**src/rtl/periph_lock_rr_scheduler.sv**
```systemverilog
`default_nettype none
// ============================================================================
// periph_lock_rr_scheduler : round-robin slave-port scheduler with master lock
//                            and lock watchdog
// Revision : 1.0
// ============================================================================
module periph_lock_rr_scheduler #(
   parameter int N_MASTER   = 16,
   parameter int LOG_MASTER = $clog2(N_MASTER),
   parameter int MAX_LOCK   = 64,
   parameter int CNT_WIDTH  = $clog2(MAX_LOCK)
) (
   input  logic                  clk,
   input  logic                  rst,
   input  logic [N_MASTER-1:0]   req_i,
   input  logic [N_MASTER-1:0]   lock_i,
   input  logic                  slv_gnt_i,
   output logic                  slv_req_o,
   output logic [LOG_MASTER-1:0] sel_o,
   output logic [N_MASTER-1:0]   gnt_o,
   output logic                  lock_active_o,
   output logic [LOG_MASTER-1:0] owner_o,
   output logic                  lock_abort_o
);

   typedef enum logic [0:0] {
      ARB    = 1'b0,
      LOCKED = 1'b1
   } state_t;

   localparam logic [LOG_MASTER:0]   N_EXT    = (LOG_MASTER+1)'(N_MASTER);
   localparam logic [LOG_MASTER-1:0] LAST_IDX = LOG_MASTER'(N_MASTER-1);
   localparam logic [CNT_WIDTH-1:0]  CNT_MAX  = CNT_WIDTH'(MAX_LOCK-1);

   state_t                state;
   logic [LOG_MASTER-1:0] rr_ptr;
   logic [CNT_WIDTH-1:0]  lock_cnt;
   logic [LOG_MASTER-1:0] winner;
   logic [LOG_MASTER:0]   cand;
   logic                  found;
   logic                  owner_req;
   logic                  owner_lock;
   logic                  handshake;

   function automatic logic [LOG_MASTER-1:0] next_idx(input logic [LOG_MASTER-1:0] idx);
      return (idx == LAST_IDX) ? '0 : idx + 1'b1;
   endfunction

   // Circular search starting at rr_ptr; the wrap is explicit so that
   // non-power-of-two master counts never alias onto missing indices.
   always_comb begin
      winner = rr_ptr;
      found  = 1'b0;
      cand   = '0;
      for (int k = 0; k < N_MASTER; k++) begin
         cand = {1'b0, rr_ptr} + (LOG_MASTER+1)'(k);
         if (cand >= N_EXT) cand = cand - N_EXT;
         if (!found && req_i[cand[LOG_MASTER-1:0]]) begin
            found  = 1'b1;
            winner = cand[LOG_MASTER-1:0];
         end
      end
   end

   always_comb begin
      owner_req  = req_i[owner_o];
      owner_lock = lock_i[owner_o];
      gnt_o      = '0;
      if (state == LOCKED) begin
         sel_o     = owner_o;
         slv_req_o = owner_req & ~rst;
      end else begin
         sel_o     = winner;
         slv_req_o = (|req_i) & ~rst;
      end
      handshake = slv_req_o & slv_gnt_i;
      if (handshake) gnt_o[sel_o] = 1'b1;
   end

   always_ff @(posedge clk) begin
      if (rst) begin
         state         <= ARB;
         rr_ptr        <= '0;
         lock_cnt      <= '0;
         owner_o       <= '0;
         lock_active_o <= 1'b0;
         lock_abort_o  <= 1'b0;
      end else begin
         lock_abort_o <= 1'b0;
         case (state)
            ARB: begin
               if (handshake) begin
                  rr_ptr <= next_idx(winner);
                  if (lock_i[winner]) begin
                     state         <= LOCKED;
                     owner_o       <= winner;
                     lock_cnt      <= '0;
                     lock_active_o <= 1'b1;
                  end
               end
            end
            LOCKED: begin
               if (lock_cnt != CNT_MAX) lock_cnt <= lock_cnt + 1'b1;
               // rr_ptr already points past the owner, so exiting leaves it lowest priority.
               if ((handshake && !owner_lock) || (!owner_req && !owner_lock)) begin
                  state         <= ARB;
                  lock_active_o <= 1'b0;
               end else if (lock_cnt == CNT_MAX) begin
                  state         <= ARB;
                  lock_active_o <= 1'b0;
                  lock_abort_o  <= 1'b1;
               end
            end
            default: state <= ARB;
         endcase
      end
   end

endmodule
`default_nettype wire

```
**config.mk**
```make
export PLATFORM = sky130hd
export DESIGN_NAME = periph_lock_rr_scheduler
export DESIGN_NICKNAME = d
export VERILOG_FILES = /design/src/rtl/periph_lock_rr_scheduler.sv
export SDC_FILE = /design/constraint.sdc
export NUM_CORES = 1
export LEC_CHECK = 0
export ABC_AREA = 1
export CAP_MARGIN = 20
export CELL_PAD_IN_SITES_DETAIL_PLACEMENT = 1
export CELL_PAD_IN_SITES_GLOBAL_PLACEMENT = 1
export CORE_UTILIZATION = 32
export DETAILED_ROUTE_END_ITERATION = 16
export GPL_ROUTABILITY_DRIVEN = 0
export PLACE_DENSITY = 0.9
export SETUP_SLACK_MARGIN = 0.1
export SLEW_MARGIN = 20
export SYNTH_ARGS = -nofsm -noshare
export SYNTH_HDL_FRONTEND = slang
export SYNTH_SLANG_ARGS = --single-unit
```
**constraint.sdc**
```tcl
create_clock -name clk -period 4.3 [get_ports clk]
set_input_delay 0.645 -clock clk [delete_from_list [all_inputs] [get_ports clk]]
set_output_delay 0.645 -clock clk [all_outputs]
set_load 0.01 [all_outputs]
```
# After elaboration in Yosys (flattened, before gate mapping)
# Cells that the tools add are included.
# totals
ff_bits	17
word_cells	235
in_bits	35
# op_classes
n_mux	106
n_eq_ne	7
n_lt_le_gt_ge	36
add_sub_neg	33
reduce_logical	42
bitwise	5
# op_table
op	count
4-bit 2-to-1 mux	34
4-bit by 5-bit less-than comparator with 1-bit output (second input constant)	19
1-bit binary-select mux with 4-bit select	19
5-bit >= comparator (second input constant)	15
4-bit by 1-bit subtractor with 4-bit output (second input constant)	16
1-bit 2-to-1 mux	45
4-bit by 4-bit adder with 5-bit output (second input constant)	8
4-bit by 3-bit adder with 5-bit output (second input constant)	4
1-bit logical AND	18
6-bit 2-to-1 mux	3
1-bit zero test	17
16-bit 2-to-1 mux	1
16-bit OR reduction	1
6-bit one-hot mux with 2 select lines	1
4-bit by 2-bit adder with 5-bit output (second input constant)	2
3-bit AND reduction	3
6-bit by 1-bit adder with 6-bit output (second input constant)	1
6-bit equality test (second input constant)	1
6-bit inequality test (second input constant)	1
4-bit by 1-bit adder with 5-bit output (second input constant)	1
4-bit by 5-bit >= comparator with 1-bit output (second input constant)	1
4-bit by 1-bit adder with 4-bit output (second input constant)	1
1-bit demux with 4-bit select	1
4-bit equality test (second input constant)	1
10 further kinds	15

# Logic depth before layout (Yosys ltp)
# logic_depth
word_depth	56
depth_mapped	38
ltp_nobuf	36

# Worst setup path after synthesis
# OpenSTA, ideal clock, no wires.
# synth_timing
kind	register to output
start	register rr_ptr[1]
end	output gnt_o[10]
slack_ns	-0.149
t_arrival_ns	3.804
path_buffers	2
required_ns	3.655
path_stages_with_launch	26
cell_sequence	dfxtp_1 inv_1 buf_2 ha_1 inv_1 buf_2 nand3_1 nand3_1 nand3_1 nand2_2 nand3_4 nor2_4 nand4_4 nor2_4 nand4_4 nor2_8 nand3_4 nand2_1 inv_1 nand2_1 nand2_1 nand2_1 nand2_1 o21ai_0 nand3_1 nor2_1
# synth_between
elab_chain_len	56
# synth_rtl
element	line	text
from (decl)	36	logic [LOG_MASTER-1:0] rr_ptr;
from (signal assigned)	93	rr_ptr <= next_idx(winner);
parallel branches: the longest is 49 deep, another holds 4-bit by 1-bit adder with 5-bit output	n/a	
4-bit 2-to-1 mux *	58	if (!found && req_i[cand[LOG_MASTER-1:0]]) begin
4-bit 2-to-1 mux *	69	if (state == LOCKED) begin
via sel_o[3]	19	output logic [LOG_MASTER-1:0] sel_o,
4-bit by 5-bit less-than comparator with 1-bit output (not written as such) / 4-bit by 1-bit >= comparator with 1-bit output (equally long branches)	77	if (handshake) gnt_o[sel_o] = 1'b1;
1-bit logical AND (not written as such)	77	
1-bit 2-to-1 mux (not written as such)	77	
1-bit demux with 4-bit select *	77	
16-bit 2-to-1 mux *	77	
to (decl)	20	output logic [N_MASTER-1:0] gnt_o,
# Mark *: on every way through the listed nets, which the timed path passes. The select of a mux whose other input is x is not followed.

# Worst setup path after layout
# layout_timing
start	register rr_ptr[0]
end	output gnt_o[14]
# layout_between
elab_chain_len	56
# layout_rtl
element	line
parallel branches: the longest is 49 deep, another holds 4-bit by 1-bit adder with 5-bit output	n/a
4-bit 2-to-1 mux *	58
4-bit 2-to-1 mux *	69
4-bit by 5-bit less-than comparator with 1-bit output (not written as such) / 4-bit by 1-bit >= comparator with 1-bit output (equally long branches)	77
1-bit logical AND (not written as such)	77
1-bit 2-to-1 mux (not written as such)	77
1-bit demux with 4-bit select *	77
16-bit 2-to-1 mux *	77
# Every way passes the cells marked *. The select of a mux whose other input is x is not followed.

==> flow_metrics.py <==
metrics = {
    "run_status": {
        "status": "complete, but fails checks",
        "violations": "negative setup slack",
    },
    "floorplan": {
        "ioPinCount": 62,
        "std_cell_rows": 37,
        "dieHeight_microns": 106,
        "coreArea_sq_mm": 0.0104,
        "start_util": 0.331,
        "dieArea_sq_mm": 0.0112,
        "die_w_microns": 106,
    },
    "job": {
        "maxCapViolations": 0,
    },
    "routing": {
        "dr_total_vias": 7008,
        "drt-initial-drc-count": 889,
        "drtPass1Iterations": 7,
        "antenna_left": 0,
        "wire_per_inst_microns": 32.0,
        "drc": 0,
        "viasPerCell": 6.86,
        "routed_wl_microns": 32700,
    },
    "clock_network": {
        "cts_made_buffers": 3,
        "clock-sinks": 17,
        "clk_pin_slew_ns": 0.08,
        "clockBufferDepth": 2,
        "cts_tree": "yes",
        "htreeDepth": 1,
        "clk-insertion-delay-late_ns": 0.26,
        "cts-root-buf": "clkbuf_8",
    },
    "timing": {
        "worst_pin_slew_ns": 0.755,
        "relSlewSlack": 0.496,
        "slew_violations": 0,
        "finalCritPeriodShare": 1.25,
        "fin_skew_ns": 0.00788,
        "rsz0062_at_grt": "true",
        "timing.fmax_mhz": 186,
        "fin_crit_ns": 5.36,
        "hold_viol_final": 0,
        "setup_viol": 36,
        "fin_ws_ns": -1.06,
        "setup_tns_ns": -27.79,
    },
    "layout": {
        "syn_to_final_growth_pct": 98.1,
        "post-route-util": 0.657,
        "nets": 929,
        "drive_gt1_frac": 0.511,
    },
    "logic_synthesis": {
        "ys_seq_area_frac": 0.0990,
        "ys_warn_count": 0,
        "synth_area_sq_mm": 0.00344,
        "syn-num-nets": 697,
        "synthArstFlopShare": 0,
        "syn_inst": 653,
        "syn_avg_cell_area_sq_um": 5.26,
        "yosys_register_bits": 17,
        "ys_types": 37,
        "synth_ff_type": "dfxtp_1",
        "synth_edf_count": 0,
    },
    "worst_setup_path": {
        "cpMostUsedCell": "nand2_1",
        "worstSetupStartpointType": "register",
        "cp_slowest_stage_delay_ns": 0.37,
        "arrival_ns": 4.72,
        "endpoint_kind": "output port",
        "required_ns": 3.65,
        "cp_max_fo": 5,
        "worst-setup-path-type": "register to output port",
        "crit_path_top_delay_cell": "dfxtp_4",
    },
    "placement": {
        "io_buffers": 61,
        "hpwlAfterDp_microns": 14200,
    },
    "grt": {
        "antenna_found_initial": 1,
        "grt_max_degree": 18,
        "track_usage": 0.428,
        "grt_pass1_wl_microns": 36900,
        "grt_pass1_vias": 6919,
        "overflow": 0,
    },
    "hold_path": {
        "min-delay-path-class": "register to register",
    },
}
critical path: cells and delay by family (launching register included):
family / cells / cell delay, ns
AO/OA/AOI/OAI: 2 / 0.34
adder cells (fa/ha/maj): 1 / 0.18
buffers and inverters: 8 / 0.95
flip-flops: 1 / 0.37
AND/OR/NAND/NOR: 22 / 2.60
Yosys cell counts (2+ instances only):
master,instances,area [sq um]
a21oi_1,22,110
buf_4,3,22.5
clkbuf_1,7,26.3
buf_2,4,20.0
inv_2,10,37.5
o221ai_1,3,26.3
nand2_1,205,769
nor4_1,4,25.0
ha_1,9,113
o21ai_1,5,25.0
nand3_1,112,561
nor2_1,74,278
nor2_4,2,22.5
nand4_4,4,85.1
nand4_1,10,62.6
nand3b_1,5,37.5
o21ai_0,32,160
nand2_2,7,43.8
buf_6,3,33.8
inv_1,78,293
dfxtp_1,17,340
o21a_1,2,15.0
xor2_1,8,70.1
or2_2,2,12.5
nand3_4,2,35.0
nand3_2,3,30.0
nand2_4,2,22.5
nor2_2,2,12.5
nor3_1,4,20.0
o211ai_1,5,37.5
stage by stage:
| stage | setup slack (ns) | hold slack, ns | instance area (sq um) | instances |
|---|---|---|---|---|
| floorplan | 0.0863 | 0.469 | 3490 | 653 |
| global placement | -0.615 | 0.463 | 5070 | 952 |
| detailed placement | -0.917 | 0.494 | 5070 | 952 |
| CTS | -0.0486 | 0.513 | 5910 | 993 |
| global route | -1.13 | 0.539 | 6810 | 1020 |
| finish | -1.06 | 0.538 | 6810 | 1021 |
state kept, by name, summed over array words and instances (netlist names):
signal         flops
lock_abort_o       1
lock_active_o      1
lock_cnt           6
owner_o            4
rr_ptr             4
state              1
placed cells by master (no fill, tap or decap), drive strengths merged:
cell and instances:
and2 1, xnor2 1, xor2 8, nand2 214, diode 1, dfxtp 17
o21ai 38, clkdlybuf4s15 3, dlygate4sd2 11, nor2 79, nor4 4, o21a 2
nand4 15, nand3 118, nand3b 5, o221ai 3, buf 201, o211ai 5
or2 2, o22ai 1, a21oi 22, inv 88, clkbuf 7, a31o 1
ha 9, clkdlybuf4s50 25, nor3 4
repair_timing:
item                                    CTS  global route
gates resized for setup                 239           194
gates cloned                              1             2
setup buffers                            36            31
hold endpoints to repair                  0             0
endpoints found under the setup margin   34            36
hold buffers                              0             0
pin swaps                                58            78
final timing paths:
kind | slack (ns) | end | cells past startpoint | startpoint
setup / recovery | -1.06 | gnt_o[14] | 33 | rr_ptr[0]
hold / removal | 0.54 | lock_cnt[5] | 2 | lock_cnt[5]
hold reg to reg | 0.54 | lock_cnt[5] | 2 | lock_cnt[5]
setup reg to reg | -0.72 | owner_o[2] | 36 | rr_ptr[0]
routing by layer:
| metal | share of wire | up-vias | routed length [microns] | GRT usage |
|---|---|---|---|---|
| met5 | 0 | - | 0 | 0 |
| met4 | 0.13 | 0 | 4270 | 0.402 |
| met3 | 0.13 | 405 | 4150 | 0.0934 |
| met2 | 0.42 | 773 | 13800 | 0.762 |
| met1 | 0.32 | 3218 | 10500 | 0.408 |
| li1 | - | 2612 | - | - |
area by class of cell:
| cell class | instances | area, sq um |
|---|---|---|
| well taps | 136 | 170 |
| multi-input cells | 532 | 3770 |
| diodes | 1 | 2.50 |
| inverters | 88 | 358 |
| flip-flops and latches | 17 | 353 |
| clock buffers | 4 | 45.0 |
| repair buffers | 243 | 2110 |
| fillers | 1317 | 3560 |
kinds of logic after synthesis:
logic type | count (synthesis) | synth area share
XOR/XNOR | 9 | 0.0284
flip-flops | 17 | 0.0990
AO/OA/AOI/OAI | 72 | 0.116
buffers and inverters | 105 | 0.126
AND/OR/NAND/NOR | 441 | 0.598
adder cells (fa/ha/maj) | 9 | 0.0328
Power is left out: the tool's default activity adds up to more than one toggle a clock period on the data nets, which glitch-free logic cannot reach.
